<file path="src/rtl/event_trace_player.sv">
// event_trace_player: programmable timed-event table that replays per-channel
// value/new-flag pairs into a monitor, with loop mode, stop and fire counting.
module event_trace_player #(
  parameter int NUM_CH  = 2,
  parameter int DATA_W  = 64,
  parameter int DEPTH   = 16,
  parameter int DELAY_W = 32,
  parameter int AW      = $clog2(DEPTH)
) (
  input  logic                     clk,
  input  logic                     rst,
  input  logic                     en,
  input  logic                     wr_en,
  input  logic [AW-1:0]            wr_addr,
  input  logic [DELAY_W-1:0]       wr_delay,
  input  logic [NUM_CH-1:0]        wr_mask,
  input  logic [NUM_CH*DATA_W-1:0] wr_data,
  input  logic [AW:0]              num_entries,
  input  logic                     start,
  input  logic                     loop_mode,
  input  logic                     stop,
  output logic [NUM_CH*DATA_W-1:0] data_out,
  output logic [NUM_CH-1:0]        new_out,
  output logic                     busy,
  output logic                     done,
  output logic [AW-1:0]            entry_idx,
  output logic [15:0]              fire_count
);

  typedef enum logic [1:0] {IDLE, WAIT, DONE} state_t;

  localparam logic [AW:0] DEPTH_N = (AW+1)'(DEPTH);
  localparam logic [AW:0] ONE_N   = (AW+1)'(1);

  logic [DELAY_W-1:0]       delay_mem [DEPTH];
  logic [NUM_CH-1:0]        mask_mem  [DEPTH];
  logic [NUM_CH*DATA_W-1:0] data_mem  [DEPTH];

  state_t                   state, state_nx;
  logic [AW-1:0]            idx, idx_nx, idx_inc;
  logic [DELAY_W-1:0]       cnt, cnt_nx;
  logic [AW:0]              n_lat, n_nx, n_clip;
  logic                     loop_lat, loop_nx;
  logic [NUM_CH*DATA_W-1:0] data_nx, fire_data;
  logic [NUM_CH-1:0]        new_nx, fire_mask;
  logic [15:0]              fc_nx;
  logic                     start_ok, last_entry;

  assign busy      = (state == WAIT);
  assign done      = (state == DONE);
  assign entry_idx = idx;

  // Table write port; writes are dropped while playback is waiting.
  always_ff @(posedge clk) begin
    if (wr_en && state != WAIT) begin
      delay_mem[wr_addr] <= wr_delay;
      mask_mem[wr_addr]  <= wr_mask;
      data_mem[wr_addr]  <= wr_data;
    end
  end

  // Current entry's payload with unmasked lanes zeroed.
  always_comb begin
    fire_mask = mask_mem[idx];
    fire_data = '0;
    for (int unsigned k = 0; k < NUM_CH; k++) begin
      if (fire_mask[k])
        fire_data[k*DATA_W +: DATA_W] = data_mem[idx][k*DATA_W +: DATA_W];
    end
  end

  // Next-state, counter, table index and registered output values.
  always_comb begin
    state_nx = state;
    idx_nx   = idx;
    cnt_nx   = cnt;
    n_nx     = n_lat;
    loop_nx  = loop_lat;
    data_nx  = data_out;
    new_nx   = '0;
    fc_nx    = fire_count;

    start_ok   = (state == IDLE || state == DONE) && en && start &&
                 (num_entries != '0);
    n_clip     = (num_entries > DEPTH_N) ? DEPTH_N : num_entries;
    idx_inc    = idx + 1'b1;
    last_entry = ({1'b0, idx} == (n_lat - ONE_N));

    case (state)
      IDLE, DONE: begin
        if (start_ok) begin
          n_nx     = n_clip;
          loop_nx  = loop_mode;
          idx_nx   = '0;
          cnt_nx   = delay_mem[0];
          fc_nx    = '0;
          state_nx = WAIT;
        end
      end
      WAIT: begin
        // stop takes priority over both freeze and fire
        if (stop) begin
          state_nx = IDLE;
        end else if (en) begin
          if (cnt != '0) begin
            cnt_nx = cnt - 1'b1;
          end else begin
            new_nx  = fire_mask;
            data_nx = fire_data;
            fc_nx   = (fire_count == 16'hFFFF) ? fire_count : fire_count + 16'd1;
            if (!last_entry) begin
              idx_nx = idx_inc;
              cnt_nx = delay_mem[idx_inc];
            end else if (loop_lat) begin
              idx_nx = '0;
              cnt_nx = delay_mem[0];
            end else begin
              state_nx = DONE;
            end
          end
        end
      end
      default: state_nx = IDLE;
    endcase
  end

  // Playback state and output registers.
  always_ff @(posedge clk) begin
    if (rst) begin
      state      <= IDLE;
      idx        <= '0;
      cnt        <= '0;
      n_lat      <= '0;
      loop_lat   <= 1'b0;
      data_out   <= '0;
      new_out    <= '0;
      fire_count <= '0;
    end else begin
      state      <= state_nx;
      idx        <= idx_nx;
      cnt        <= cnt_nx;
      n_lat      <= n_nx;
      loop_lat   <= loop_nx;
      data_out   <= data_nx;
      new_out    <= new_nx;
      fire_count <= fc_nx;
    end
  end

endmodule

</file>
<file path="config.mk">
export PLATFORM = sky130hd
export DESIGN_NAME = event_trace_player
export DESIGN_NICKNAME = d
export VERILOG_FILES = /design/src/rtl/event_trace_player.sv
export SDC_FILE = /design/constraint.sdc
export NUM_CORES = 2
export LEC_CHECK = 0
export ABC_AREA = 1
export BUFFER_PORTS_ARGS = -buffer_cell sky130_fd_sc_hd__buf_2
export CAP_MARGIN = 20
export CORE_MARGIN = 2
export CORE_UTILIZATION = 43
export CTS_BUF_LIST = sky130_fd_sc_hd__clkbuf_8
export CTS_CLUSTER_SIZE = 20
export DETAILED_ROUTE_END_ITERATION = 16
export PLACE_DENSITY_LB_ADDON = 0.25
export SETUP_SLACK_MARGIN = 0.4
export SLEW_MARGIN = 20
export SYNTH_ARGS = -nofsm -noshare
export SYNTH_HDL_FRONTEND = slang
export SYNTH_SLANG_ARGS = --single-unit
</file>
<file path="constraint.sdc">
create_clock -name clk -period 23.5 [get_ports clk]
set_input_delay 2.35 -clock clk [delete_from_list [all_inputs] [get_ports clk]]
set_output_delay 2.35 -clock clk [all_outputs]
set_load 0.03 [all_outputs]
</file>
Yosys cells after proc, flatten, opt, wreduce, memory -nomap -nowiden:

Memories as Yosys holds them, arrays and structs flattened. A register that Yosys moved wholly into a read port is not among the register bits.
Index checks and enable logic that the tools add are counted.

* register bits after elaboration: 190
* bits in writable memories: 2592
* input port bits: 178
* output and inout port bits: 152
* logic and storage cells: 89
* memories kept: 3

Memory list
* data_mem: words 16, width 128, rd ports 1, clocked after memory_dff 1, wr ports 1, line 37 `logic [NUM_CH*DATA_W-1:0] data_mem [DEPTH];`
* delay_mem: words 16, width 32, rd ports 2, clocked after memory_dff 0, wr ports 1, line 35 `logic [DELAY_W-1:0] delay_mem [DEPTH];`
* mask_mem: words 16, width 2, rd ports 1, clocked after memory_dff 1, wr ports 1, line 36 `logic [NUM_CH-1:0] mask_mem [DEPTH];`

* add/sub/neg operators: 4
* magnitude comparators: 1
* eq/ne operators: 16
* multiplexer cells: 36
* bitwise operators: 4
* reductions and logical operators: 17

Operators by type and width (number)
* $mux W32: 6
* $mux W64: 2
* $mux W16: 5
* $pmux W32 S2: 1
* $mux W4: 10
* $pmux W16 S2: 1
* $reduce_bool A32 Y1: 1
* $sub A32 B1 Y32 const B: 1
* $add A16 B1 Y16 const B: 1
* $eq A16 B16 Y1 const B: 1
* $mux W2: 6
* $ne A3 B3 Y1 const B: 4
* $reduce_and A6 Y1: 2
* $ne A2 B2 Y1 const B: 5
* $reduce_and A5 Y1: 2
* $pmux W4 S2: 1
* $eq A4 B5 Y1: 1
* $gt A5 B5 Y1 const B: 1
* $mux W5: 1
* $reduce_bool A5 Y1: 1
* $reduce_or A5 Y1: 1
* $sub A5 B1 Y5 const B: 1
* $add A4 B1 Y4 const B: 1
* $logic_and A1 B1 Y1: 4
* 14 further kinds: 18

Longest topological paths before layout:

* word-level depth: 9
* gate-level depth with buffers: 16
* depth with buffers taken out: 15

Least setup slack after synthesis:

OpenSTA, ideal clock, no wires.

* kind: in2reg
* start point: in wr_en
* end point: mem data_mem[0][0] (netlist name), enable pin
* library setup time: 687 ps
* arrival time: 9446 ps
* path slack: 13367 ps
* stages: 4
* buffers on the path: 0
* cell sequence: inv_1 > nor2_1 > nand3_1 > nor2_1

* word-level cells in the longest chain between the ends: 3

Ends and longest elaborated chain
* start: declaration: line 13 `input logic wr_en,`
* $logic_and A1 B1 Y1: line 55 `if (wr_en && state != WAIT) begin`
* $mux W1: line 55
* $mux W1 (implied by the code): line 58 `data_mem[wr_addr] <= wr_data;`
* end: declaration: line 37

No other way between the ends.

==> flow_summary.json <==
{
  "status": "finished clean",
  "cts_buffer_depth": 4,
  "clk_pin_slew_ns": 0.06,
  "finish.utilization_pct": 48.2,
  "critPathRequiredTime_ns": 24.50,
  "yosysMostFrequentCell": "edfxtp_1",
  "crit_fanout": 223,
  "grt_pass1_wl_um": 460000,
  "route.detailed.drc": 0,
  "r2r_slack_ns": 17.86,
  "core-area_sq_um": 253000,
  "cts.sinks": 2786,
  "avgSynthCellArea_sq_um": 12.5,
  "grt_max_degree": 241,
  "dieArea_sq_um": 258000,
  "reg2reg_depth": 13,
  "fin_setup_tns_ns": 0,
  "start_util_pct": 43.1,
  "crit_slowest_cell": "buf_4",
  "ys_async_sr_fraction_pct": 0,
  "synth_edf_count": 2592,
  "drt_first_pass_iters": 9,
  "wl_um": 311000,
  "p_comb_share_pct": 8.3,
  "setup_viol": 0,
  "peakVddDrop_mv": 0.0608,
  "hold_class": "reg2reg",
  "wl_per_cell_um": 24.4,
  "stdcell_area_sq_um": 122000,
  "drive_gt1_share_pct": 11.2,
  "io-pin-count": 330,
  "grt_setup_unrepaired": "false",
  "post_cts_buffers": 0,
  "rr_endpoint": "data_out[61]",
  "mappedNetlistNets": 8899,
  "final_cells": 12800,
  "timing.final.ws_setup_ns": 17.86,
  "sw_frac_of_total_pct": 24.9,
  "cp-start-kind": "register",
  "critPathKind": "reg2reg",
  "dp.cells": 11900,
  "clock.fmax_mhz": 177,
  "die_h_um": 508,
  "path_cells": "inv_8 -> buf_12 -> buf_4 -> buf_4 -> o21ai_0 -> o211ai_1 -> nand3_1 -> nand2_1 -> nand2_2 -> nor2_4 -> buf_4 -> nand2_1 -> nand2_1",
  "fin_worst_skew_ns": 0.117,
  "slowest_delay_ns": 0.73,
  "h-tree-depth": 5,
  "drt_iter0_markers": 7723,
  "holdPathStages": 2,
  "leakage_nw": 41.9,
  "vias": 73000,
  "powerDensity_nw_per_um2": 84.1,
  "drtAntennaViolNets": 0,
  "dpl.hpwl_um": 156000,
  "place_congestion": 0.856,
  "cts_tree": "done",
  "relSlewSlack_pct": 20.8,
  "first_global_vias": 70600,
  "cts_buffers": 457,
  "pwr-share-seq_pct": 53.6,
  "hp-start": "data_out[19]",
  "synth-seq-cells": 2786,
  "synth_area_leaders": "edfxtp_1 (71%), o21ai_0 (6.1%), nor2_1 (4.8%)",
  "regArea_sq_um": 81700,
  "yosysWarnings": 0,
  "grt-ovfl-total": 0,
  "cap_viol_max_count": 0,
  "tightest_slew_ns": 1.19,
  "netlist.area_leader.share_pct": 71.2,
  "antenna_found_initial": 57,
  "final_nets": 9178,
  "power_switching_mw": 2.56,
  "yosysTopAreaCell": "edfxtp_1",
  "min_period_over_period_pct": 24.0,
  "hold_violations": 0,
  "drv_slew": 0,
  "rows": 185,
  "holdPathEnd": "data_out[19]",
  "root_buffer": "clkbuf_8",
  "pre_cts_slack_ns": 17.12,
  "ctsResizeCount": 0,
  "p_clk_share_pct": 38.1,
  "clk_latency_ns": 1.16,
  "holdWs_ns": 0.461,
  "fp.dieW_um": 508,
  "vias_per_cell": 5.72,
  "power_mw": 10.3,
  "cp.arrival_ns": 6.64,
  "yosysSeqAreaShare_pct": 74.7,
  "multi_input_area_sq_um": 24700,
  "internal_power_mw": 7.72,
  "syn_area_sq_um": 109000,
  "synthTopCellsByCount": "edfxtp_1 (2592), nor2_1 (1392), o21ai_0 (1339)",
  "io_buffers": 329,
  "place_area_sq_um": 114000,
  "yosys_most_used_dff": "edfxtp_1",
  "grt_usage_pct": 23.5,
  "synth_cells": 8716,
  "end_kind": "register",
  "synth_cell_type_count": 44,
  "min_period_ns": 5.64,
  "syn2layout_area_growth_pct": 11.8,
  "n_fill_cell": 22400,
  "ctsHoldBuffers": 0
}
[cell type report]
class,instances,area share (%)
multi-input combinational,5218,20.2
sequential,2786,66.8
tap,3366,3.44
clock inverter,318,1.18
clock buffer,507,5.71
antenna,23,0.0471
timing repair buffer,425,2.17
inverter,107,0.364
[how the worst max path moves through the flow]
stage	endpoint	slack, ns	depth (start not counted)
2_1_floorplan	data_mem[0][0]	13.37	4
3_3_place_gp	data_mem[4][65]	17.12	7
3_5_place_dp	data_mem[4][78]	17.12	7
4_1_cts	data_out[61]	17.49	13
5_1_grt	data_out[60]	17.47	12
6_report	data_out[61]	17.86	13
[cells in the final DEF, fill, tap and decap left out, types with 147 or more instances in the layout]
cell / instances
clkbuf_8: 507
o21ai_0: 1339
nand3_1: 412
edfxtp_1: 2592
o221ai_1: 147
inv_1: 298
o22ai_1: 386
nand2_1: 1060
a21oi_1: 189
nor2_1: 1376
dfxtp_1: 189
buf_2: 328
[flip-flops by register name, summed over array words and instances, names as in the netlist, named ones only]
| signal | count |
|---|---|
| new_out | 2 |
| state | 2 |
| data_out | 128 |
| loop_lat | 1 |
| n_lat | 5 |
| fire_count | 16 |
| cnt | 32 |
| delay_mem | 512 |
| entry_idx | 4 |
| mask_mem | 32 |
| data_mem | 2048 |
[power by group through the flow]
stage	Combinational [mW]	Clock (mW)	Sequential [mW]
finish	0.856	3.92	5.51
global route	0.939	4.20	5.51
CTS	0.851	3.98	5.51
detailed placement	0.849	0	5.61
global placement	0.836	0	5.61
floorplan	0.524	0	5.62
[metal layers]
layer  track usage [%]  vias to the layer above  wire [um]  part of all wire (%)
li1                  -                    32600          -                     -
met1              33.2                    36600     133000                    43
met2              37.2                     3163     144000                    46
met3              4.19                      603      24600                   7.9
met4              7.36                       42       8310                   2.7
met5                 0                        -        245                 0.079
[critical path: cells and delay by family, from the launching register on]
| kind | cells | cell delay (ns) |
|---|---|---|
| and+or+nand+nor | 6 | 0.72 |
| buffers and inverters | 5 | 3.31 |
| DFF | 1 | 0.56 |
| AOI/OAI and AO/OA | 2 | 0.42 |
[logic make-up (layout without fill, tap and decap cells)]
kind of cell	after synthesis	after routing	synth area share (%)
fa+ha+maj	5	5	0.0572
buf+inv	712	1357	2.78
flops	2786	2786	74.7
compound gates	2250	2250	11.5
simple gates	2937	2937	10.8
other cells	0	23	0
xor+xnor	22	22	0.176
mux	4	4	0.0366
(Power assumes the default switching activity.)
